===== config.mk =====
export PLATFORM = sky130hd
export DESIGN_NAME = ps2_host_tx_flat
export DESIGN_NICKNAME = d
export VERILOG_FILES = /design/src/rtl/ps2_host_tx_if.sv /design/src/rtl/ps2_host_tx.sv /design/src/flat_wrapper.sv
export SDC_FILE = /design/constraint.sdc
export NUM_CORES = 1
export LEC_CHECK = 0
export ABC_AREA = 1
export CORE_UTILIZATION = 50
export DETAILED_ROUTE_END_ITERATION = 10
export HOLD_SLACK_MARGIN = 0.05
export PLACE_DENSITY_LB_ADDON = 0.2
export SLEW_MARGIN = 20
export SYNTH_ARGS = -nofsm -noshare
export SYNTH_HDL_FRONTEND = slang
export SYNTH_SLANG_ARGS = --single-unit

===== constraint.sdc =====
create_clock -name CLOCK_50 -period 2.3 [get_ports CLOCK_50]
set_input_delay 0.345 -clock CLOCK_50 [delete_from_list [all_inputs] [get_ports CLOCK_50]]
set_output_delay 0.345 -clock CLOCK_50 [all_outputs]
set_load 0.005 [all_outputs]

===== src/rtl/ps2_host_tx_if.sv =====
// Command-byte handshake between a requester and the PS/2 host transmitter.
`timescale 1ns/1ps
interface ps2_host_tx_if;
  logic [7:0] tx_data;
  logic       tx_valid;
  logic       tx_ready;
  logic       busy;
  logic       tx_done;
  logic       tx_error;

  modport master (output tx_data, tx_valid, input tx_ready, busy, tx_done, tx_error);
  modport slave  (input tx_data, tx_valid, output tx_ready, busy, tx_done, tx_error);
endinterface


===== src/rtl/ps2_host_tx.sv =====
// PS/2 host-to-device command transmitter on open-drain CLK/DAT pull-low enables.
// Define PS2_TX_RETRY_EN to resend the latched byte once after a device NACK.
`timescale 1ns/1ps
module ps2_host_tx #(
  parameter int CLK_INHIBIT_CYCLES = 6000,
  parameter int REQ_SETUP_CYCLES   = 64,
  parameter int FILTER_LEN         = 8,
  parameter int TIMEOUT_CYCLES     = 1000000
) (
  input  logic         CLOCK_50,
  input  logic         rst_n,
  ps2_host_tx_if.slave bus,
  input  logic         ps2_clk_in,
  input  logic         ps2_dat_in,
  output logic         ps2_clk_oe,
  output logic         ps2_dat_oe
);

  localparam int CNT_MAX = (CLK_INHIBIT_CYCLES > REQ_SETUP_CYCLES) ? CLK_INHIBIT_CYCLES
                                                                   : REQ_SETUP_CYCLES;
  localparam int CW = $clog2(CNT_MAX + 1);
  localparam int TW = $clog2(TIMEOUT_CYCLES + 1);
  localparam logic [CW-1:0] INH_LAST = CW'(CLK_INHIBIT_CYCLES - 1);
  localparam logic [CW-1:0] REQ_LAST = CW'(REQ_SETUP_CYCLES - 1);
  localparam logic [TW-1:0] TMO_LAST = TW'(TIMEOUT_CYCLES - 1);

  typedef enum logic [2:0] {IDLE, INHIBIT, REQUEST, SEND, ACK, WAIT_IDLE} state_t;

  state_t          state;
  logic [CW-1:0]   cnt;
  logic [TW-1:0]   tmo;
  logic [3:0]      bit_idx;
  logic            ready;
  logic            done;
  logic            err;
  logic [10:0]     frame;
  logic [10:0]     reload_frame;
  logic            clk_s1, clk_s2, dat_s1, dat_s2;
  logic [FILTER_LEN-1:0] clk_sh;
  logic            clk_filt, clk_filt_prev;
  logic            fall, accept, tmo_hit, shift, ack_fall, reload;

  // Frame is sent LSB first: start, data[7:0], odd parity, stop.
  function automatic logic [10:0] build_frame(input logic [7:0] d);
    return {1'b1, ~^d, d, 1'b0};
  endfunction

  always_ff @(posedge CLOCK_50 or negedge rst_n) begin
    if (!rst_n) begin
      clk_s1        <= 1'b1;
      clk_s2        <= 1'b1;
      dat_s1        <= 1'b1;
      dat_s2        <= 1'b1;
      clk_sh        <= {FILTER_LEN{1'b1}};
      clk_filt      <= 1'b1;
      clk_filt_prev <= 1'b1;
    end else begin
      clk_s1        <= ps2_clk_in;
      clk_s2        <= clk_s1;
      dat_s1        <= ps2_dat_in;
      dat_s2        <= dat_s1;
      clk_sh        <= {clk_sh[FILTER_LEN-2:0], clk_s2};
      if (&clk_sh)
        clk_filt <= 1'b1;
      else if (~|clk_sh)
        clk_filt <= 1'b0;
      clk_filt_prev <= clk_filt;
    end
  end

  assign fall     = clk_filt_prev & ~clk_filt;
  assign accept   = bus.tx_valid & ready;
  assign tmo_hit  = (state inside {SEND, ACK, WAIT_IDLE}) && (tmo == TMO_LAST);
  assign shift    = (state == SEND) & fall & ~tmo_hit;
  assign ack_fall = (state == ACK) & fall & ~tmo_hit;

`ifdef PS2_TX_RETRY_EN
  logic       retried;
  logic [7:0] tx_byte;

  always_ff @(posedge CLOCK_50 or negedge rst_n) begin
    if (!rst_n)
      retried <= 1'b0;
    else if (accept)
      retried <= 1'b0;
    else if (reload)
      retried <= 1'b1;
  end

  always_ff @(posedge CLOCK_50) begin
    if (accept)
      tx_byte <= bus.tx_data;
  end

  assign reload       = ack_fall & dat_s2 & ~retried;
  assign reload_frame = build_frame(tx_byte);
`else
  assign reload       = 1'b0;
  assign reload_frame = 11'h7ff;
`endif

  always_ff @(posedge CLOCK_50) begin
    if (accept)
      frame <= build_frame(bus.tx_data);
    else if (reload)
      frame <= reload_frame;
    else if (shift)
      frame <= {1'b1, frame[10:1]};
  end

  always_ff @(posedge CLOCK_50 or negedge rst_n) begin
    if (!rst_n) begin
      state      <= IDLE;
      cnt        <= '0;
      tmo        <= '0;
      bit_idx    <= '0;
      ps2_clk_oe <= 1'b0;
      ps2_dat_oe <= 1'b0;
      ready      <= 1'b1;
      done       <= 1'b0;
      err        <= 1'b0;
    end else begin
      done <= 1'b0;
      err  <= 1'b0;
      if (state inside {SEND, ACK, WAIT_IDLE})
        tmo <= tmo + 1'b1;
      // A timeout abandons the transfer even if a clock fall arrives the same cycle.
      if (tmo_hit) begin
        state      <= IDLE;
        tmo        <= '0;
        bit_idx    <= '0;
        ps2_clk_oe <= 1'b0;
        ps2_dat_oe <= 1'b0;
        ready      <= 1'b1;
        err        <= 1'b1;
      end else begin
        case (state)
          IDLE: begin
            if (accept) begin
              state      <= INHIBIT;
              cnt        <= '0;
              ps2_clk_oe <= 1'b1;
              ps2_dat_oe <= 1'b0;
              ready      <= 1'b0;
            end
          end
          INHIBIT: begin
            if (cnt == INH_LAST) begin
              state      <= REQUEST;
              cnt        <= '0;
              ps2_dat_oe <= 1'b1;
            end else begin
              cnt <= cnt + 1'b1;
            end
          end
          REQUEST: begin
            if (cnt == REQ_LAST) begin
              state      <= SEND;
              cnt        <= '0;
              tmo        <= '0;
              bit_idx    <= '0;
              ps2_clk_oe <= 1'b0;
              ps2_dat_oe <= ~frame[0];
            end else begin
              cnt <= cnt + 1'b1;
            end
          end
          SEND: begin
            if (fall) begin
              bit_idx    <= bit_idx + 1'b1;
              ps2_dat_oe <= ~frame[1];
              if (bit_idx == 4'd9) begin
                state      <= ACK;
                ps2_dat_oe <= 1'b0;
              end
            end
          end
          ACK: begin
            if (fall) begin
              if (!dat_s2) begin
                state <= WAIT_IDLE;
              end else if (reload) begin
                state      <= INHIBIT;
                cnt        <= '0;
                ps2_clk_oe <= 1'b1;
              end else begin
                state <= IDLE;
                ready <= 1'b1;
                err   <= 1'b1;
              end
            end
          end
          WAIT_IDLE: begin
            if (clk_filt && dat_s2) begin
              state <= IDLE;
              ready <= 1'b1;
              done  <= 1'b1;
            end
          end
          default: state <= IDLE;
        endcase
      end
    end
  end

  assign bus.tx_ready = ready;
  assign bus.busy     = ~ready;
  assign bus.tx_done  = done;
  assign bus.tx_error = err;

endmodule


===== src/flat_wrapper.sv =====
// flat-port wrapper written by rule: the top's interface ports become plain ports
module ps2_host_tx_flat 
#(
  parameter int CLK_INHIBIT_CYCLES = 6000,
  parameter int REQ_SETUP_CYCLES   = 64,
  parameter int FILTER_LEN         = 8,
  parameter int TIMEOUT_CYCLES     = 1000000
)
  (CLOCK_50, rst_n, ps2_clk_in, ps2_dat_in, ps2_clk_oe, ps2_dat_oe, bus_tx_data, bus_tx_valid, bus_tx_ready, bus_busy, bus_tx_done, bus_tx_error);
  ps2_host_tx_if bus_i ();
  input  logic CLOCK_50;
  input  logic rst_n;
  input  logic ps2_clk_in;
  input  logic ps2_dat_in;
  output logic ps2_clk_oe;
  output logic ps2_dat_oe;
  input wire logic [$bits(bus_i.tx_data)-1:0] bus_tx_data;
  input wire logic [$bits(bus_i.tx_valid)-1:0] bus_tx_valid;
  output wire logic [$bits(bus_i.tx_ready)-1:0] bus_tx_ready;
  output wire logic [$bits(bus_i.busy)-1:0] bus_busy;
  output wire logic [$bits(bus_i.tx_done)-1:0] bus_tx_done;
  output wire logic [$bits(bus_i.tx_error)-1:0] bus_tx_error;
  assign bus_i.tx_data = bus_tx_data;
  assign bus_i.tx_valid = bus_tx_valid;
  assign bus_tx_ready = bus_i.tx_ready;
  assign bus_busy = bus_i.busy;
  assign bus_tx_done = bus_i.tx_done;
  assign bus_tx_error = bus_i.tx_error;
  ps2_host_tx #(.CLK_INHIBIT_CYCLES(CLK_INHIBIT_CYCLES), .REQ_SETUP_CYCLES(REQ_SETUP_CYCLES), .FILTER_LEN(FILTER_LEN), .TIMEOUT_CYCLES(TIMEOUT_CYCLES)) u_core (.CLOCK_50(CLOCK_50), .rst_n(rst_n), .bus(bus_i), .ps2_clk_in(ps2_clk_in), .ps2_dat_in(ps2_dat_in), .ps2_clk_oe(ps2_clk_oe), .ps2_dat_oe(ps2_dat_oe));
endmodule

==> results of run 1 <==
-- sequential cells by signal, indices dropped and copies added (netlist names) --
signal and count:
u_core.tmo 20, u_core.cnt 13, u_core.frame 10, u_core.clk_sh 8, u_core.bit_idx 4, u_core.state 3
u_core.bus.tx_done 1, u_core.bus.tx_error 1, u_core.bus.tx_ready 1, u_core.clk_filt 1, u_core.clk_filt_prev 1, u_core.clk_s1 1
u_core.clk_s2 1, u_core.dat_s1 1, u_core.dat_s2 1, u_core.ps2_clk_oe 1, u_core.ps2_dat_oe 1
-- power by group through the flow --
| stage | clock network [µW] | registers, µW | logic (µW) |
|---|---|---|---|
| after floorplan | 0 | 1550 | 878 |
| after global placement | 0 | 1590 | 1100 |
| after detailed placement | 0 | 1590 | 1130 |
| after CTS | 1080 | 1570 | 1140 |
| after global routing | 1140 | 1600 | 1300 |
| final | 1050 | 1580 | 1140 |
-- per-layer routing --
| layer | GRT usage | wire length [µm] | share of wire | vias up |
|---|---|---|---|---|
| met5 | 0 | 0 | 0 | - |
| met4 | 0.0938 | 123 | 0.017 | 0 |
| met3 | 0.0504 | 277 | 0.038 | 12 |
| met2 | 0.339 | 3370 | 0.46 | 50 |
| met1 | 0.278 | 3550 | 0.48 | 1342 |
| li1 | - | - | - | 1483 |
-- through the flow --
stage / hold slack, ps / cell area (µm²) / total power, µW / instances / setup slack, ps
final: 358 / 4280 / 3770 / 576 / 316
after global routing: 366 / 4280 / 4040 / 576 / 121
after CTS: 358 / 4280 / 3800 / 576 / 290
after detailed placement: 347 / 4060 / 2730 / 559 / 304
after global placement: 346 / 4060 / 2690 / 559 / 343
after floorplan: 49.4 / 3740 / 2420 / 443 / 400
-- layout make-up --
cell class                 count  area [µm²]
tap                           99         124
timing repair buffer          22         220
multi-input combinational    312        1720
clock buffer                  13         170
sequential                    69        1790
inverter                      58         220
clock inverter                 3        42.5
fill                         687        2970
-- worst max-delay path, cell delays in order, from the launching register on --
cell	delay, ps
dfrtp_1	550
nand3_4	230
nand2_8	160
nand4_4	200
inv_4	140
nor2_4	50
nand2_4	100
nand2_1	120
buf_4	190
-- repair_timing --
item                                    4_1_cts  5_1_grt
endpoints found under the setup margin        0        0
hold endpoints to repair                     15        0
hold buffers                                  1        0
-- kinds of logic (layout without fill, tap and decap cells) --
kind of cell,Yosys count,after routing,synth area share
fa+ha+maj,4,4,0.0134
xor+xnor,28,28,0.0655
mux,1,1,0.00267
flops,69,69,0.477
buf+inv,62,96,0.0658
compound gates,39,39,0.0655
simple gates,240,240,0.310
-- worst paths after layout --
| check | slack, ps | startpoint | cells after the start | end |
|---|---|---|---|---|
| worst max-delay path | 320 | u_core.state[0]$_DFFE_PN0P_ | 8 | u_core.frame[3]$_DFFE_PP_ |
| worst min-delay path | 360 | u_core.clk_s2$_DFF_PN1_ | 0 | u_core.clk_sh[0]$_DFF_PN1_ |
| worst max register to register | 320 | u_core.state[0]$_DFFE_PN0P_ | 8 | u_core.frame[3]$_DFFE_PP_ |
| worst min register to register | 360 | u_core.clk_s2$_DFF_PN1_ | 0 | u_core.clk_sh[0]$_DFF_PN1_ |
| max in group asynchronous | 1150 | rst_n | 3 | u_core.clk_sh[6]$_DFF_PN1_ |
| min in group asynchronous | 500 | rst_n | 2 | u_core.tmo[12]$_DFF_PN0_ |
-- cells in the mapped netlist (4+ instances only) --
library cell / count
inv_1: 52
xor2_1: 17
ha_1: 4
nor2_1: 57
edfxtp_1: 9
o21ai_0: 14
nor2_2: 6
dfstp_2: 15
nand2_1: 105
nand4_1: 16
nand3_1: 20
dfrtp_1: 44
nand2_2: 4
a21oi_1: 9
nor3_1: 11
xnor2_1: 11
inv_2: 4
==> qor.txt, run 1 <==
Final Skew: 8.91 ps
Routed Antenna Nets: 0
GR Overflow Total: 0
Count of nets after finishing: 489
H-tree Lvls: 3
Hold/Removal Path Class: reg2reg
Most common cell after layout, fill and taps aside: nand2_1
Inserted Diodes: 0
Switching share of power: 0.354
IO Count: 19
Minimum clock period: 1980 ps
Max Cap Violations: 0
Pwr/cell area: 880 mW/mm²
EDFF count, synth: 9
Final core utilization: 0.590
Gp weighted congestion: 0.885
CTS tree: built
Dominant cell type by area after synthesis: dfrtp_1
# clock sinks: 69
DIE HEIGHT: 88.5 µm
Most frequent cells in the layout: 105 x nand2_1, 57 x nor2_1, 52 x inv_1, 44 x dfrtp_1, 20 x nand3_1
Synth cell types: 46
Residual DRC count: 0
Post-DP HPWL: 5310 µm
Vias in the first global route: 2909
Gr usage total: 0.213
Core area: 0.00725 mm²
Comb pwr share: 0.302
Synth Cell Area: 0.00374 mm²
Layout cells sized above 1: 0.140
Setup CP Type: reg2reg
Crit path arrival time: 2090 ps
Worst vdd ir: 0.395 mV
Total wire length: 7320 µm
DIE AREA: 0.00784 mm²
PortBufs: 18
Yosys reg bits: 69
Largest net degree at the start of global routing: 38
Die W: 88.5 µm
DR vias/cell: 5.01
Initial antenna violation count: 0
CP startpoint kind: flop
Initial Util: 0.516
Standard-cell rows: 31
Static Leak: 0.00195 µW
Endpoints failing hold: 0
Worst-margin pin slew: 518 ps
Critical Path RT: 2410 ps
Syn-to-layout area delta: 14.4%
DR vias: 2887
Buffers inserted by post-CTS timing repair: 0
Final worst-path cycle share: 0.863
Status: completed
Register area share after synthesis: 0.477
CTS max path bufs: 2
Flop pwr share: 0.418
Synth Area per Inst: 8.45 µm²
Cells after synthesis: 443
Main area contributors after synthesis: dfrtp_1 29%, dfstp_2 11%, nand2_1 11%, edfxtp_1 7.2%, nor2_1 5.7%
Synth warn: 0
Sw Pwr: 1340 µW
Max Slew Vio Count: 0
RSZ-0062 raised after global routing: no
Top FF cell, synth: dfrtp_1
Total CTS buffers: 9
Drt wl/cell: 12.7 µm
Initial DRC count: 158
Int Pwr: 2430 µW
Final setup fails: 0
Root Driver: clkbuf_8
Worst-Skew Late Latency: 340 ps
First-pass GRT wire length: 12800 µm
Worst-path clk slew: 70 ps
Detailed-router iteration count before antenna repair: 4
Max Fclk: 504 MHz
Crit path max fanout: 10
Top cell type's share of synthesized area: 0.294
Ys async rst share: 0.855
Worst setup EP type: flop
Post-synth net total: 460
Post-cts sizing count: 0
Clock share of power: 0.280
Relative slew slack: 0.655
Sum of negative setup slack: 0 ps
(Power assumes the default switching activity.)
==> inputs of run 2 (changes only) <==
--- a/config.mk
+++ b/config.mk
@@ -6,6 +6,7 @@
 export NUM_CORES = 1
 export LEC_CHECK = 0
 export ABC_AREA = 1
+export CORE_ASPECT_RATIO = 1.75
 export CORE_UTILIZATION = 50
 export DETAILED_ROUTE_END_ITERATION = 10
 export HOLD_SLACK_MARGIN = 0.05
==> run 2 against run 1 <==
Effect of this change: utilization up 1.6 points; clock-buffer cell count down 1; sequential share of layout area down 1.0 points; largest power group unchanged; sequential cell count unchanged.
==> qor.txt, run 2 (synthesis gave the netlist of run 1 again) <==
Worst-margin pin slew: 442 ps (was 518 ps)
Status: completed (unchanged)
Worst vdd ir: 0.475 mV (was 0.395 mV)
Most frequent cells in the layout: 105 x nand2_1, 57 x nor2_1, 52 x inv_1, 44 x dfrtp_1, 20 x nand3_1 (unchanged)
Switching share of power: 0.327 (was 0.354)
Max Fclk: 492 MHz (was 504 MHz)
Initial antenna violation count: 0 (unchanged)
Max Slew Vio Count: 0 (unchanged)
Minimum clock period: 2030 ps (was 1980 ps)
Max reg flops: 20 (unchanged)
Final worst-path cycle share: 0.884 (was 0.863)
RR Startpoint: u_core.tmo[1]$_DFF_PN0_ (was u_core.state[0]$_DFFE_PN0P_)
Hold/Removal Path Class: reg2reg (unchanged)
# fillers: 612 (was 687)
Power Total: 4230 µW (was 3770 µW)
Standard-cell rows: 41 (was 31)
Sw Pwr: 1380 µW (was 1340 µW)
Final setup fails: 0 (unchanged)
Most common cell after layout, fill and taps aside: nand2_1 (unchanged)
Placed Area: 0.00405 mm² (was 0.00406 mm²)
First-pass GRT wire length: 13200 µm (was 12800 µm)
PortBufs: 18 (unchanged)
Setup CP Type: reg2reg (unchanged)
Crit path max fanout: 10 (unchanged)
RSZ-0062 raised after global routing: no (unchanged)
Total wire length: 7630 µm (was 7320 µm)
Count of nets after finishing: 490 (was 489)
Hold Crit Depth: 0 (unchanged)
Final cell count without fillers: 564 (was 576)
Final Skew: 7.31 ps (was 8.91 ps)
Top flop regs: u_core.tmo x20, u_core.cnt x13, u_core.frame x10 (unchanged)
Sum of negative setup slack: 0 ps (unchanged)
Vias in the first global route: 2953 (was 2909)
Final Cell Area: 0.00439 mm² (was 0.00428 mm²)
Post-DP HPWL: 5570 µm (was 5310 µm)
Max Cap Violations: 0 (unchanged)
Total CTS buffers: 9 (unchanged)
Routed Antenna Nets: 0 (unchanged)
Largest Register: u_core.tmo (unchanged)
Residual DRC count: 0 (unchanged)
Critical Path RT: 2400 ps (was 2410 ps)
Clock share of power: 0.356 (was 0.280)
DR vias: 2920 (was 2887)
Layout cells sized above 1: 0.144 (was 0.140)
Crit path arrival time: 2140 ps (was 2090 ps)
DIE HEIGHT: 116 µm (was 88.5 µm)
GR Overflow Total: 0 (unchanged)
Core area: 0.00723 mm² (was 0.00725 mm²)
Comb pwr share: 0.271 (was 0.302)
Root Driver: clkbuf_16 (was clkbuf_8)
Initial DRC count: 143 (was 158)
Placed insts: 547 (was 559)
DIE AREA: 0.00785 mm² (was 0.00784 mm²)
H-tree Lvls: 3 (unchanged)
Hold EP: u_core.clk_sh[0]$_DFF_PN1_ (unchanged)
R2R cell count: 9 (was 8)
Static Leak: 0.00201 µW (was 0.00195 µW)
# clock sinks: 69 (unchanged)
DR vias/cell: 5.18 (was 5.01)
Buffers inserted by post-CTS timing repair: 0 (unchanged)
Worst-path clk slew: 50 ps (was 70 ps)
Endpoints failing hold: 0 (unchanged)
Flop pwr share: 0.373 (was 0.418)
Pwr/cell area: 964 mW/mm² (was 880 mW/mm²)
CP startpoint kind: flop (unchanged)
IO Count: 19 (unchanged)
CTS tree: built (unchanged)
Inserted Diodes: 0 (unchanged)
Gr usage total: 0.233 (was 0.213)
Drt wl/cell: 13.5 µm (was 12.7 µm)
Detailed-router iteration count before antenna repair: 4 (unchanged)
Hold_sp: u_core.clk_s2$_DFF_PN1_ (unchanged)
Die W: 67.4 µm (was 88.5 µm)
R2r endpoint: u_core.frame[1]$_DFFE_PP_ (was u_core.frame[3]$_DFFE_PP_)
Register-to-Register Setup Slack: 270 ps (was 320 ps)
Worst-Skew Late Latency: 340 ps (about the same)
CTS max path bufs: 2 (unchanged)
Int Pwr: 2840 µW (was 2430 µW)
Initial Util: 0.518 (was 0.516)
Largest net degree at the start of global routing: 60 (was 38)
Relative slew slack: 0.704 (was 0.655)
Worst setup EP type: flop (unchanged)
Gp weighted congestion: 0.853 (was 0.885)
Syn-to-layout area delta: 17.2% (was 14.4%)
## run 2: cell count changes in the layout (fill, tap and decap cells not counted)
| cell | delta |
|---|---|
| buf_4 | +1 |
| clkbuf_16 | +8 |
| clkbuf_1 | -1 |
| clkinv_2 | +1 |
| clkinvlp_4 | -1 |
| bufinv_16 | +1 |
| clkbuf_8 | -8 |
## run 2: layout make-up
class,count,area [µm²],share of cell area
sequential,69,1790,0.407
multi-input combinational,312,1720,0.392
clock buffer,12,256,0.0585
timing repair buffer,23,228,0.0519
inverter,58,220,0.0502
tap,86,108,0.0245
clock inverter,4,70.1,0.0160
## run 2: timing repair
item,CTS,global route
hold buffers,1,0
gates resized for setup,0,0
endpoints found under the hold margin,44,0
## run 2: power by group through the flow
stage	sequential, µW	combinational (µW)	clock (µW)
floorplan	1550	878	0
global placement	1590	1120	0
detailed placement	1590	1140	0
CTS	1580	1150	1530
global route	1600	1300	1580
finish	1580	1150	1510
## run 2: worst max-delay path by stage
stage | from | to | cells past startpoint
finish | u_core.tmo[1]$_DFF_PN0_ | u_core.frame[1]$_DFFE_PP_ | 9
global route | u_core.tmo[1]$_DFF_PN0_ | u_core.frame[1]$_DFFE_PP_ | 9
CTS | u_core.tmo[1]$_DFF_PN0_ | u_core.frame[3]$_DFFE_PP_ | 9
detailed placement | u_core.tmo[1]$_DFF_PN0_ | u_core.frame[3]$_DFFE_PP_ | 9
global placement | u_core.tmo[1]$_DFF_PN0_ | u_core.frame[1]$_DFFE_PP_ | 9
floorplan | u_core.tmo[1]$_DFF_PN0_ | u_core.frame[9]$_DFFE_PP_ | 9
## run 2: critical path: stages (launching register included)
cell	delay [ps]
dfrtp_1	370
ha_1	170
nand3_1	180
nor2_1	220
nand4_4	220
inv_4	140
nor2_4	50
nand2_4	100
nand2_1	140
buf_4	210
## run 2: metal layers
metal | GRT usage | vias up | share of wire
met5 | 0 | - | 0
met4 | 0.140 | 0 | 0.037
met3 | 0.0625 | 20 | 0.028
met2 | 0.387 | 52 | 0.52
met1 | 0.259 | 1359 | 0.41
li1 | - | 1489 | -
## run 2: stage by stage
| step | utilization | setup slack, ps | hold WS, ps |
|---|---|---|---|
| after floorplan | - | 400 | 49.4 |
| after global placement | 0.560 | 304 | 347 |
| after detailed placement | 0.560 | 238 | 348 |
| after CTS | 0.606 | 234 | 355 |
| after global routing | 0.606 | 40.7 | 361 |
| final | 0.606 | 266 | 355 |
